$ cat src/rtl/regbank_write_sequencer.sv
// Write-side front end for the 16-entry register bank: takes up to two write
// requests per cycle into a small in-order queue and drains one per cycle.
module regbank_write_sequencer #(
    parameter int DATA_W = 32,
    parameter int ADDR_W = 4,
    parameter int DEPTH  = 4
) (
    input  logic                     CLK,
    input  logic                     Reset,
    input  logic                     a_valid,
    input  logic [ADDR_W-1:0]        a_addr,
    input  logic [DATA_W-1:0]        a_data,
    input  logic                     a_h,
    input  logic                     b_valid,
    input  logic [ADDR_W-1:0]        b_addr,
    input  logic [DATA_W-1:0]        b_data,
    input  logic                     b_h,
    output logic                     req_ready,
    input  logic                     wr_stall,
    output logic                     wr_en,
    output logic [ADDR_W-1:0]        wr_addr,
    output logic [DATA_W-1:0]        wr_data,
    output logic                     wr_h,
    output logic [(1<<ADDR_W)-1:0]   pending_mask,
    output logic                     busy
);

    localparam int PTR_W = $clog2(DEPTH);
    localparam int CNT_W = PTR_W + 1;
    localparam int NREG  = 1 << ADDR_W;
    localparam logic [CNT_W-1:0] DEPTH_C = CNT_W'(DEPTH);
    localparam logic [CNT_W-1:0] TWO_C   = CNT_W'(2);

    typedef enum logic [1:0] {
        OCC_EMPTY,
        OCC_PARTIAL,
        OCC_NEAR_FULL
    } occ_t;

    logic [PTR_W-1:0]  r_wr_ptr;
    logic [PTR_W-1:0]  r_rd_ptr;
    logic [CNT_W-1:0]  r_count;

    logic [ADDR_W-1:0] r_addr_mem [DEPTH];
    logic [DATA_W-1:0] r_data_mem [DEPTH];
    logic              r_h_mem    [DEPTH];

    logic [CNT_W-1:0]  w_free;
    occ_t              w_occ;
    logic              w_same_addr;
    logic              w_a_kept;
    logic              w_push0;
    logic              w_push1;
    logic              w_pop;
    logic [ADDR_W-1:0] w_e0_addr;
    logic [DATA_W-1:0] w_e0_data;
    logic              w_e0_h;
    logic [PTR_W-1:0]  w_wr_ptr_p1;
    logic [CNT_W-1:0]  w_n_enq;
    logic [CNT_W-1:0]  w_count_next;
    logic [PTR_W-1:0]  w_wr_ptr_next;
    logic [PTR_W-1:0]  w_rd_ptr_next;
    logic [NREG-1:0]   w_entry_onehot [DEPTH];

    // Occupancy class, derived purely from the registered count.
    assign w_free = DEPTH_C - r_count;

    always_comb begin
        w_occ = OCC_PARTIAL;
        if (r_count == '0) begin
            w_occ = OCC_EMPTY;
        end else if (w_free < TWO_C) begin
            w_occ = OCC_NEAR_FULL;
        end
    end

    assign req_ready = (w_occ != OCC_NEAR_FULL) && Reset;
    assign busy      = (w_occ != OCC_EMPTY);

    // A same-address pair collapses into one entry carrying B's payload.
    assign w_same_addr = (a_addr == b_addr);
    assign w_a_kept    = a_valid && !(b_valid && w_same_addr);
    assign w_push0     = req_ready && (a_valid || b_valid);
    assign w_push1     = req_ready && w_a_kept && b_valid;

    assign w_e0_addr   = w_a_kept ? a_addr : b_addr;
    assign w_e0_data   = w_a_kept ? a_data : b_data;
    assign w_e0_h      = w_a_kept ? a_h    : b_h;
    assign w_wr_ptr_p1 = r_wr_ptr + PTR_W'(1);

    assign wr_en = busy && !wr_stall;
    assign w_pop = wr_en;

    assign w_n_enq       = CNT_W'(w_push0) + CNT_W'(w_push1);
    assign w_count_next  = r_count + w_n_enq - CNT_W'(w_pop);
    assign w_wr_ptr_next = r_wr_ptr + PTR_W'(w_push0) + PTR_W'(w_push1);
    assign w_rd_ptr_next = r_rd_ptr + PTR_W'(w_pop);

    always_ff @(posedge CLK) begin
        if (!Reset) begin
            r_count  <= '0;
            r_wr_ptr <= '0;
            r_rd_ptr <= '0;
        end else begin
            r_count  <= w_count_next;
            r_wr_ptr <= w_wr_ptr_next;
            r_rd_ptr <= w_rd_ptr_next;
        end
    end

    // Storage needs no reset; validity is tracked by pointers and count.
    always_ff @(posedge CLK) begin
        if (w_push0) begin
            r_addr_mem[r_wr_ptr] <= w_e0_addr;
            r_data_mem[r_wr_ptr] <= w_e0_data;
            r_h_mem[r_wr_ptr]    <= w_e0_h;
        end
        if (w_push1) begin
            r_addr_mem[w_wr_ptr_p1] <= b_addr;
            r_data_mem[w_wr_ptr_p1] <= b_data;
            r_h_mem[w_wr_ptr_p1]    <= b_h;
        end
    end

    assign wr_addr = busy ? r_addr_mem[r_rd_ptr] : '0;
    assign wr_data = busy ? r_data_mem[r_rd_ptr] : '0;
    assign wr_h    = busy ? r_h_mem[r_rd_ptr]    : 1'b0;

    // A slot is live when its distance from the head is below the count.
    genvar gi;
    generate
        for (gi = 0; gi < DEPTH; gi++) begin : g_entry
            logic [PTR_W-1:0] w_offset;
            logic             w_live;
            assign w_offset = PTR_W'(gi) - r_rd_ptr;
            assign w_live   = ({1'b0, w_offset} < r_count);
            assign w_entry_onehot[gi] = w_live ? (NREG'(1) << r_addr_mem[gi]) : '0;
        end
    endgenerate

    always_comb begin
        pending_mask = '0;
        for (int i = 0; i < DEPTH; i++) begin
            pending_mask = pending_mask | w_entry_onehot[i];
        end
    end

endmodule

$ cat config.mk
export PLATFORM = sky130hd
export DESIGN_NAME = regbank_write_sequencer
export DESIGN_NICKNAME = d
export VERILOG_FILES = /design/src/rtl/regbank_write_sequencer.sv
export SDC_FILE = /design/constraint.sdc
export NUM_CORES = 1
export LEC_CHECK = 0
export CAP_MARGIN = 40
export CORE_UTILIZATION = 35
export CTS_CLUSTER_DIAMETER = 40
export CTS_CLUSTER_SIZE = 28
export DETAILED_ROUTE_END_ITERATION = 8
export MAX_ROUTING_LAYER = met4
export PLACE_DENSITY_LB_ADDON = 0.05
export SLEW_MARGIN = 20
export SYNTH_ARGS = -nofsm -noshare
export SYNTH_HDL_FRONTEND = slang
export SYNTH_SLANG_ARGS = --single-unit
$ cat constraint.sdc
create_clock -name CLK -period 10.5 [get_ports CLK]
set_input_delay 2.1 -clock CLK [delete_from_list [all_inputs] [get_ports CLK]]
set_output_delay 2.1 -clock CLK [all_outputs]
set_load 0.01 [all_outputs]
# After elaboration in Yosys (flattened, before gate mapping)
# Memories as Yosys holds them, arrays and structs flattened. A register that Yosys moved wholly into a read port is not among the register bits.
# Cells that the tools add are included.
totals:
  register_bits: 7
  mem_bits_rw: 148
  input_bits: 79
  out_inout_bits: 56
  memories: 3
classes:
  n_addsub: 12
  n_lt_le_gt_ge: 5
  eq_ne: 2
  shift: 4
  mux: 19
  bitwise: 3
  reduce_logical: 12
memory_table:
  columns: ["memory", "words", "word_bits", "read_ports", "rd_ports_with_merged_regs", "write_ports", "line", "source"]
  rows:
  - ["r_data_mem", 4, 32, 1, 1, 2, "45", "logic [DATA_W-1:0] r_data_mem [DEPTH];"]
  - ["r_addr_mem", 4, 4, 5, 1, 2, "44", "logic [ADDR_W-1:0] r_addr_mem [DEPTH];"]
  - ["r_h_mem", 4, 1, 1, 1, 2, "46", "logic r_h_mem [DEPTH];"]
ops:
  columns: ["op", "n"]
  rows:
  - ["2-to-1 mux 16 bit", 4]
  - ["2-to-1 mux 32 bit", 2]
  - ["left shift 1 x 4 -> 16 bit (first input constant)", 4]
  - ["bitwise OR 16 bit", 3]
  - ["< comparator 2 x 3 -> 1 bit", 4]
  - ["2-to-1 mux 2 bit", 5]
  - ["2-to-1 mux 4 bit", 2]
  - ["logical AND 1 bit", 7]
  - ["adder 2 x 1 -> 2 bit", 3]
  - ["2-to-1 mux 1 bit", 6]
  - ["== test 4 bit", 1]
  - ["subtractor 1 x 2 -> 2 bit (first input constant)", 2]
  - ["subtractor 2 bit (first input constant)", 2]
  - ["adder 3 x 2 -> 3 bit", 1]
  - ["logical NOT 3 bit", 1]
  - ["< comparator 3 x 2 -> 1 bit (second input constant)", 1]
  - ["subtractor 3 x 1 -> 3 bit", 1]
  - ["subtractor 3 bit (first input constant)", 1]
  - ["adder 1 x 1 -> 2 bit", 1]
  - ["adder 2 x 1 -> 2 bit (second input constant)", 1]
  - ["logical NOT 1 bit", 2]
  - ["!= test 2 bit (second input constant)", 1]
  - ["nonzero test 2 bit", 1]
  - ["logical OR 1 bit", 1]

# Longest topological paths before layout
logic_depth:
  word_depth: 11
  ltp_mapped: 13
  mapped_depth_nobuf: 13

# Least setup slack after synthesis
# OpenSTA, ideal clock, no wires.
synth_timing:
  path_type: "input-to-reg"
  start: "input b_valid"
  end: "memory r_addr_mem[1][0] (enable)"
  arrival_time_ns: 5.445
  required_time_ns: 10.010
  slack_ns: 4.565
  path_stages: 4
  cell_sequence: "nand2_2 nor2_1 a21oi_1 o32ai_1"
synth_rtl:
  columns: ["element", "line", "source"]
  rows:
  - ["start, declared", "14", "input logic b_valid,"]
  - ["end, declared", "44", null]

# Final worst setup path
layout_timing:
  start: "register r_rd_ptr[1]"
  end: "output pending_mask[13]"
layout_between:
  elab_chain_cells: 6
layout_lines:
  columns: ["element", "line", "source"]
  rows:
  - ["start, declared", "41", "logic [PTR_W-1:0] r_rd_ptr;"]
  - ["start signal, assigned", "107", "r_rd_ptr <= w_rd_ptr_next;"]
  - ["subtractor 1 x 2 -> 2 bit", "135", "assign w_offset = PTR_W'(gi) - r_rd_ptr;"]
  - ["< comparator 2 x 3 -> 1 bit", "136", "assign w_live = ({1'b0, w_offset} < r_count);"]
  - ["2-to-1 mux 16 bit", "137", "assign w_entry_onehot[gi] = w_live ? (NREG'(1) << r_addr_mem[gi]) : '0;"]
  - ["bitwise OR 16 bit (2 in series)", "144", "pending_mask = pending_mask | w_entry_onehot[i];"]
  - ["bitwise OR 16 bit *", "144", null]
  - ["end, declared", "24", "output logic [(1<<ADDR_W)-1:0] pending_mask,"]
# Every way passes the cells marked *; elsewhere a longest branch is shown, timed or not.

==> flow_summary.toml <==
[floorplan]
die_w_um = 165
ios = 135
start_util_pct = 35.6
core_um2 = 26100
dieHeight_um = 165
die-area_um2 = 27200
num_rows = 59

[layout]
fin_nets = 819
area_growth_pct = 25.2
final_area_um2 = 11600
n_fill_cell = 2367
diodes = 0
finalNonFillerCells = 1076
fin_util_pct = 44.6
drive_gt1_share_pct = 34.0

[pwr]
leakage_nw = 4.19
power.density_nw_per_um2 = 224
max-vdd-ir-drop_uv = 112
total_power_mw = 2.60

[sta]
grt_setup_unrepaired = "no"
fin_crit_sh_pct = 55.5
fin_skew_ns = 0.0132
worst_pin_slew_ns = 0.867
fmax_ghz = 0.172
hold_viol = 0
layout_min_cycle_time_ns = 5.82
setup_slack_ns = 4.68
hold_ws_ns = 0.838
fin_tns_setup_ns = 0
drv_slew = 0
setup_viol = 0
relSlewSlack_pct = 42.0

[route]
dr_wl_met3_um = 1110
route.met2.wl_um = 11900
wl_met1_um = 9890
top_layer_used = "met4"
detail_route.wl_per_cell_um = 21.6
viasPerCell = 5.19
final_antenna_net_count = 0
drc = 0
first_pass_iters = 4
num_vias = 5582
drtIter0Drc = 322
routed_wl_um = 23300

[grt]
grt_first_pass_wirelength_um = 35000
antenna_found_initial = 0
overflow = 0
grt_start_max_net_pins = 42
grt_usage_pct = 18.4
grt_pass1_vias = 5941

[logic_synthesis]
synth.top_cells.by_count = "edfxtp_1 (148), mux2_4 (120), and2_1 (46), mux4_2 (37), nand3_1 (30)"
yosysTopAreaCellShare_pct = 47.9
synth_cell_types = 49
seq_area_frac_synth_pct = 49.4
ys_async_sr_fraction_pct = 0
yosysMostFrequentCell = "edfxtp_1"
synth_cells = 582
yosys-top-cells-area = "edfxtp_1 (48%), mux2_4 (19%), mux4_2 (9.0%), mux2_2 (3.4%), and2_1 (3.1%)"
ys_ff_latch = 155
synthesis.area_um2 = 9280
syn_nets = 673
synth_top_area_cell = "edfxtp_1"
yosys_warnings = 0
avgSynthCellArea_um2 = 15.9
synth-edff-count = 148
ys.flop_type = "edfxtp_1"

[clock_tree]
cts_buffer_depth = 2
ctsHoldBuffers = 0
cts_setup_buffers = 0
root_buffer = "clkbuf_16"
clk_latency_ns = 0.43
cts_made_buffers = 17
tritoncts = "yes"
htree_levels = 4
cts.sinks = 155
clkTransAtPathRegs_ns = 0.07
post_cts_resized = 0

[worst_setup_path]
path_class = "register to output pin"
path_cells = "buf_4 > xor2_1 > ha_1 > nor2b_1 > a2111oi_1 > a22oi_1 > nand3_1 > clkdlybuf4s50_1"
r2r_cells = 13
rrSetupSlack_ns = 6.58
r2r_start = "r_count[0]$_SDFF_PN0_"
crit_fanout = 41
cp_data_required_time_ns = 8.40
crit_arrival_ns = 3.72
crit_buf_inv = 2
cpMaxStageDelayCell = "a2111oi_1"
setup.worst_path.end = "pending_mask[13]"
cpPeakStageDelay_ns = 0.83
worstSetupStartpointType = "register"
crit_cells = 8
crit_path_start = "r_rd_ptr[1]$_SDFF_PN0_"
worstReg2RegEnd = "r_count[2]$_SDFF_PN0_"
cp-end-kind = "output pin"
critical-path-top-delay-family = "buffers and inverters"

[placement]
place_area_um2 = 11000
dp_cells = 1042
io_buffers = 134
gp_congestion = 0.914
dp_hpwl_um = 15100
post-place-ws_ns = 4.92

[run_status]
outcome = "finished clean"

[min_path]
holdCritPathClass = "register to register"

[flow_run]
maxCapViolations = 0
## where the power goes
part	switching (mW)	leakage (nW)	internal (mW)	total, mW
Clock	0.273	0.281	0.336	0.609
Combinational	0.515	2.49	0.570	1.09
Sequential	0.0722	1.42	0.833	0.905
Total	0.860	4.19	1.74	2.60
## metal layers
metal,vias up,global-route usage [%]
met5,-,-
met4,0,5.67
met3,24,3.06
met2,144,31.7
met1,2826,21.9
li1,2588,-
## sequential cells by signal (all words and copies together), names as in the netlist
signal,cells
r_wr_ptr,2
r_h_mem,4
r_addr_mem,16
r_data_mem,128
r_count,3
r_rd_ptr,2
## kinds of logic after synthesis
| group | after synthesis | share of synthesized area (%) |
|---|---|---|
| compound gates | 42 | 4.57 |
| simple gates | 137 | 8.40 |
| mux | 185 | 31.8 |
| xor+xnor | 9 | 0.850 |
| buf+inv | 42 | 3.08 |
| fa+ha+maj | 12 | 1.86 |
| flops | 155 | 49.4 |
## layout make-up
cell class	instances	area, um2	share of cell area [%]
Sequential cell	155	4590	39.5
Inverter	14	52.6	0.452
Clock inverter	15	156	1.35
Tap cell	335	419	3.61
Timing Repair Buffer	155	1510	13.0
Multi-Input combinational cell	385	4470	38.4
Clock buffer	17	425	3.66
## how the worst min path moves through the flow
stage / from / to / cells after the start
floorplan: r_rd_ptr[0]$_SDFF_PN0_ / r_rd_ptr[0]$_SDFF_PN0_ / 2
global placement: r_count[1]$_SDFF_PN0_ / r_count[2]$_SDFF_PN0_ / 3
detailed placement: r_count[1]$_SDFF_PN0_ / r_count[2]$_SDFF_PN0_ / 3
CTS: r_count[1]$_SDFF_PN0_ / r_count[2]$_SDFF_PN0_ / 3
global route: r_count[0]$_SDFF_PN0_ / r_count[0]$_SDFF_PN0_ / 2
finish: r_count[1]$_SDFF_PN0_ / r_count[2]$_SDFF_PN0_ / 3
## tightest hold or removal path, stage by stage (launching register included)
cell	delay [ns]
dfxtp_1	0.31
inv_1	0.16
xnor2_1	0.22
and2_1	0.12
## cells in the final DEF, fill, tap and decap left out, types with 5 or more instances in the layout
cell type        count
buf_4               13
nand3_1             30
clkdlybuf4s50_1    134
clkbuf_16           17
a22oi_1             16
ha_1                 9
nor2b_1             15
inv_1               13
mux2_4             120
dfxtp_1              5
edfxtp_1           148
nor2_1              10
and2_1              46
inv_6                5
nand2_1             17
xnor2_1              6
mux2_2              28
mux4_2              37
nand4_1              7
No activity file was read; power rests on OpenSTA's default activity.
